===== config.mk =====
export PLATFORM = sky130hd
export DESIGN_NAME = rgb_bounce_box
export DESIGN_NICKNAME = d
export VERILOG_FILES = /design/src/rtl/rgb_bounce_box.sv
export SDC_FILE = /design/constraint.sdc
export NUM_CORES = 1
export LEC_CHECK = 0
export CORE_MARGIN = 1
export CORE_UTILIZATION = 55
export DETAILED_ROUTE_END_ITERATION = 12
export DONT_BUFFER_PORTS = 1
export GPL_TIMING_DRIVEN = 0
export HOLD_SLACK_MARGIN = 0.12
export PLACE_DENSITY = 0.75
export SLEW_MARGIN = 20
export SYNTH_ARGS = -nofsm -noshare
export SYNTH_HDL_FRONTEND = slang
export SYNTH_SLANG_ARGS = --single-unit
export TNS_END_PERCENT = 20

===== constraint.sdc =====
create_clock -name clk_i -period 3.38 [get_ports clk_i]
set_input_delay 0.169 -clock clk_i [delete_from_list [all_inputs] [get_ports clk_i]]
set_output_delay 0.169 -clock clk_i [all_outputs]
set_load 0.01 [all_outputs]

===== src/rtl/rgb_bounce_box.sv =====
// Animated pattern source: a solid square that steps once per frame, bounces off the
// active-area edges and rotates its one-hot colour on every bounce.
module rgb_bounce_box #(
    parameter int unsigned H_ACTIVE = 640,
    parameter int unsigned V_ACTIVE = 480,
    parameter int unsigned BOX_SIZE = 32,
    parameter int unsigned STEP     = 2,
    parameter logic [2:0]  BG_COLOR = 3'b000
) (
    input  logic       clk_i,
    input  logic       reset_i,
    input  logic [8:0] row_i,
    input  logic [9:0] column_i,
    input  logic       enable_i,
    output logic [2:0] rgb_o,
    output logic       bounce_o
);

    // Widened constants: X in 11 bits, Y in 10 bits, so step arithmetic cannot wrap.
    localparam logic [10:0] XMax  = 11'(H_ACTIVE - BOX_SIZE);
    localparam logic [10:0] XStep = 11'(STEP);
    localparam logic [10:0] XBox  = 11'(BOX_SIZE);
    localparam logic [10:0] HAct  = 11'(H_ACTIVE);
    localparam logic [9:0]  YMax  = 10'(V_ACTIVE - BOX_SIZE);
    localparam logic [9:0]  YStep = 10'(STEP);
    localparam logic [9:0]  YBox  = 10'(BOX_SIZE);
    localparam logic [9:0]  VAct  = 10'(V_ACTIVE);
    localparam logic [8:0]  VLast = 9'(V_ACTIVE - 1);

    logic [9:0] r_x;
    logic [8:0] r_y;
    logic       r_dir_x;
    logic       r_dir_y;
    logic [2:0] r_color;
    logic [8:0] r_row_prev;
    logic       r_bounce;

    logic        w_tick;
    logic [10:0] w_x_ext, w_x_up, w_x_dn;
    logic [9:0]  w_y_ext, w_y_up, w_y_dn;
    logic [9:0]  w_x_nxt;
    logic [8:0]  w_y_nxt;
    logic        w_dir_x_nxt, w_dir_y_nxt;
    logic        w_bounce_x, w_bounce_y;
    logic [10:0] w_col_ext;
    logic [9:0]  w_row_ext;
    logic        w_active, w_in_box;

    // Leaving the last visible row happens once per frame, inside vertical blanking.
    assign w_tick  = (r_row_prev == VLast) && (row_i != VLast);

    assign w_x_ext = {1'b0, r_x};
    assign w_x_up  = w_x_ext + XStep;
    assign w_x_dn  = w_x_ext - XStep;
    assign w_y_ext = {1'b0, r_y};
    assign w_y_up  = w_y_ext + YStep;
    assign w_y_dn  = w_y_ext - YStep;

    always_comb begin
        w_x_nxt     = r_x;
        w_dir_x_nxt = r_dir_x;
        w_bounce_x  = 1'b0;
        if (r_dir_x) begin
            if (w_x_up >= XMax) begin
                w_x_nxt     = XMax[9:0];
                w_dir_x_nxt = 1'b0;
                w_bounce_x  = 1'b1;
            end else begin
                w_x_nxt = w_x_up[9:0];
            end
        end else begin
            if (w_x_ext <= XStep) begin
                w_x_nxt     = 10'd0;
                w_dir_x_nxt = 1'b1;
                w_bounce_x  = 1'b1;
            end else begin
                w_x_nxt = w_x_dn[9:0];
            end
        end
    end

    always_comb begin
        w_y_nxt     = r_y;
        w_dir_y_nxt = r_dir_y;
        w_bounce_y  = 1'b0;
        if (r_dir_y) begin
            if (w_y_up >= YMax) begin
                w_y_nxt     = YMax[8:0];
                w_dir_y_nxt = 1'b0;
                w_bounce_y  = 1'b1;
            end else begin
                w_y_nxt = w_y_up[8:0];
            end
        end else begin
            if (w_y_ext <= YStep) begin
                w_y_nxt     = 9'd0;
                w_dir_y_nxt = 1'b1;
                w_bounce_y  = 1'b1;
            end else begin
                w_y_nxt = w_y_dn[8:0];
            end
        end
    end

    always_ff @(posedge clk_i or posedge reset_i) begin
        if (reset_i) begin
            r_x        <= '0;
            r_y        <= '0;
            r_dir_x    <= 1'b1;
            r_dir_y    <= 1'b1;
            r_color    <= 3'b100;
            r_row_prev <= '0;
            r_bounce   <= 1'b0;
        end else begin
            r_row_prev <= row_i;
            r_bounce   <= 1'b0;
            if (w_tick && enable_i) begin
                r_x     <= w_x_nxt;
                r_y     <= w_y_nxt;
                r_dir_x <= w_dir_x_nxt;
                r_dir_y <= w_dir_y_nxt;
                // A corner hit still counts as a single bounce.
                if (w_bounce_x || w_bounce_y) begin
                    r_color  <= {r_color[0], r_color[2:1]};
                    r_bounce <= 1'b1;
                end
            end
        end
    end

    assign w_col_ext = {1'b0, column_i};
    assign w_row_ext = {1'b0, row_i};
    assign w_active  = (w_col_ext < HAct) && (w_row_ext < VAct);
    assign w_in_box  = (w_col_ext >= w_x_ext) && (w_col_ext < w_x_ext + XBox) &&
                       (w_row_ext >= w_y_ext) && (w_row_ext < w_y_ext + YBox);

    always_comb begin
        rgb_o = 3'b000;
        if (w_active) begin
            rgb_o = w_in_box ? r_color : BG_COLOR;
        end
    end

    assign bounce_o = r_bounce;

endmodule


==> impl_results.md <==
- Status: finished clean
- Worst Skew: 7.74 ps
- Final WL: 7070 um
- Final Hold Slack: 422 ps
- Non-Filler Instances: 409
- DRC viols: 0
- Core area: 4820 sq um
- Number of synthesized flops with an enable pin: 0
- Pre-antenna DRT Iters: 5
- Register area share after synthesis: 28.7%
- Share of cells above drive strength 1: 9.65%
- Setup Fix Bufs, Post-CTS: 0
- Worst Tran Pin Value: 807 ps
- Finish-stage setup viols: 0
- Critical-path maximum fanout: 9
- Placed cell count: 391
- Post-Synthesis Cells: 324
- Area occupied by registers: 805 sq um
- Post-synthesis register bit count: 32
- CP Class: flop to output port
- Routed wire per std cell: 17.3 um
- Port Buffers: 0
- Final Max Slew Viols: 0
- GR Overflow Total: 0
- PwrDens: 257 nW/um^2
- Leak: 1.26 nW
- Fmax: 304 MHz
- Die X: 73.4 um
- Largest net degree at the start of global routing: 33
- Fillers: 427
- Net count, final: 399
- Clock buffer depth: 2
- GPL Wtd Cong: 0.902
- Main synth FF type: dfrtp_1
- RSZ-0062 raised after global routing: true
- Area Growth Syn to Fin: 10.1%
- Die Height: 73.4 um
- Top cell type's share of synthesized area: 25.9%
- Yosys warnings: 0
- Antenna cells: 0
- GRT Total Usage: 28.7%
- DR iter-0 viols: 251
- Dominant cell type by area after synthesis: dfrtp_1
- Largest vdd supply drop: 135 uV
- Drt via density: 6.31
- Yosys cell types: 64
- Final period utilization: 97.2%
- Footprint of the multi-input gates: 1830 sq um
- CTS buffer count: 5
- Mapped Nets: 382
- Crit start category: flop
- Reg clk slew, reported paths: 80 ps
- CTS sink cnt: 32
- Top post-synthesis cells by area: dfrtp_1 26%, ha_1 16%, o21ai_0 5.0%
- Starting Density: 58.2%
- Root Buffer: clkbuf_8
- Setup TNS: 0 ps
- Synthesized area: 2810 sq um
- Final hold violations: 0
- Pre-CTS setup slack: 278 ps
- Critical Path RT: 3210 ps
- Antenna violations before repair: 0
- Fin crit period: 3290 ps
- DR vias: 2579
- Vias in the first global route: 2544
- I/O pin count: 26
- Syn Area/Cell: 8.66 sq um
- Post-DP HPWL: 5070 um
- Relative slew slack: 46.0%
- Final ANT Viol Nets: 0
- Total Die Area: 5390 sq um
- Number of H-tree levels: 2
- Share of flip-flops with an asynchronous set or reset: 100%
- Worst skew pair latency: 300 ps
- Worst Path Arrival: 3120 ps
- Max Cap Viol: 0
- Setup crit end kind: output port
- Row Count: 25
- CTS tree: built
- Final WS setup: 93.2 ps
- Worst hold-check path type: input port to flop
- First-pass GRT wire length: 11900 um
## worst paths after layout
| check | endpoint | from | cells past startpoint | slack [ps] |
|---|---|---|---|---|
| max in group asynchronous | r_y[2] | reset_i | 2 | 2500 |
| worst min register to register | r_color[2] | r_color[0] | 1 | 510 |
| worst max-delay path | rgb_o[1] | r_x[1] | 9 | 90 |
| worst min-delay path | r_row_prev[0] | row_i[0] | 1 | 420 |
| worst max register to register | r_color[0] | r_x[5] | 8 | 770 |
| min in group asynchronous | r_y[6] | reset_i | 2 | 430 |
## power breakdown
group	switching, mW	internal [mW]
registers	0.00320	0.390
logic	0.0434	0.0352
clock network	0.158	0.163
## state kept, by name, indices dropped and copies added, names as in the netlist
name and count:
bounce_o 1, r_color 3, r_dir_x 1, r_dir_y 1, r_row_prev 9, r_x 9, r_y 8
## layout make-up
| cell class | count | area share, % |
|---|---|---|
| multi-input cells | 253 | 59.2 |
| plain buffers | 17 | 3.08 |
| clock buffers | 6 | 2.67 |
| repair buffers | 10 | 3.24 |
| clock inverters | 2 | 0.324 |
| flip-flops and latches | 32 | 26.0 |
| inverters | 22 | 2.75 |
| well taps | 67 | 2.71 |
## placed cells by master (no fill, tap or decap), drive strengths merged, types with 4 or more instances in the layout
cell	count
and3	4
nor3	12
nand4	9
dlygate4sd3	10
ha	36
clkbuf	16
a31oi	4
nand3	22
a21o	5
a21oi	24
o211ai	4
buf	7
nand2	18
a22oi	5
o21a	5
or3	5
inv	22
o21ai	29
nor2	17
and2	5
dfrtp	29
xnor2	6
## cells by family after synthesis
kind of cell	count (synthesis)	synth area share, %
adders and majority gates	36	16.1
and+or+nand+nor	107	20.2
buffers and inverters	39	6.42
DFF	32	28.7
muxes	4	1.56
AOI/OAI and AO/OA	100	25.0
xor gates and xnor gates	6	2.14
## per-layer routing
layer  part of all wire, %  vias up  GRT usage, %
met5                     0        -             0
met4                   2.2        0          10.5
met3                   7.6       19          5.21
met2                    48      133          47.0
met1                    43     1185          37.7
li1                      -     1242             -
## critical path, cell delays in order (launching register included)
cell,delay [ps]
dfrtp_1,370
buf_2,210
inv_1,100
ha_1,270
o21a_1,160
o21a_1,160
o21a_1,200
a2111oi_1,480
o221ai_1,300
nor4bb_1,550
## stage by stage
step | instance area [sq um] | utilization, % | total power, mW
after floorplan | 2810 | - | 0.452
after global placement | 2890 | 60.0 | 0.465
after detailed placement | 2890 | 60.0 | 0.468
after CTS | 3080 | 64.0 | 0.795
after global routing | 3090 | 64.1 | 0.825
final | 3090 | 64.1 | 0.793
## cells in the mapped netlist (all sizes together), types with 2 or more instances
| library cell | count |
|---|---|
| o32a | 2 |
| nand2b | 2 |
| dfrtp | 29 |
| dfstp | 3 |
| a22oi | 5 |
| a21o | 5 |
| inv | 22 |
| nor4bb | 3 |
| and3 | 4 |
| a21boi | 3 |
| nor2 | 17 |
| nor3 | 12 |
| nand3 | 22 |
| nor2b | 2 |
| clkbuf | 10 |
| a21oi | 24 |
| o21ai | 29 |
| ha | 36 |
| nor4 | 2 |
| o31ai | 3 |
| mux2 | 3 |
| o21a | 5 |
| a221oi | 2 |
| or3 | 5 |
| a31oi | 4 |
| o211ai | 4 |
| and4 | 3 |
| o22ai | 3 |
| and2 | 5 |
| xnor2 | 6 |
| nand2 | 18 |
| nand4 | 9 |
| buf | 7 |
## what timing repair did
item	CTS	global route
hold endpoints to repair	38	0
hold buffers	10	0
gates resized for setup	1	1
pin swaps	0	0
endpoints found under the setup margin	3	3
(Power assumes the default switching activity.)
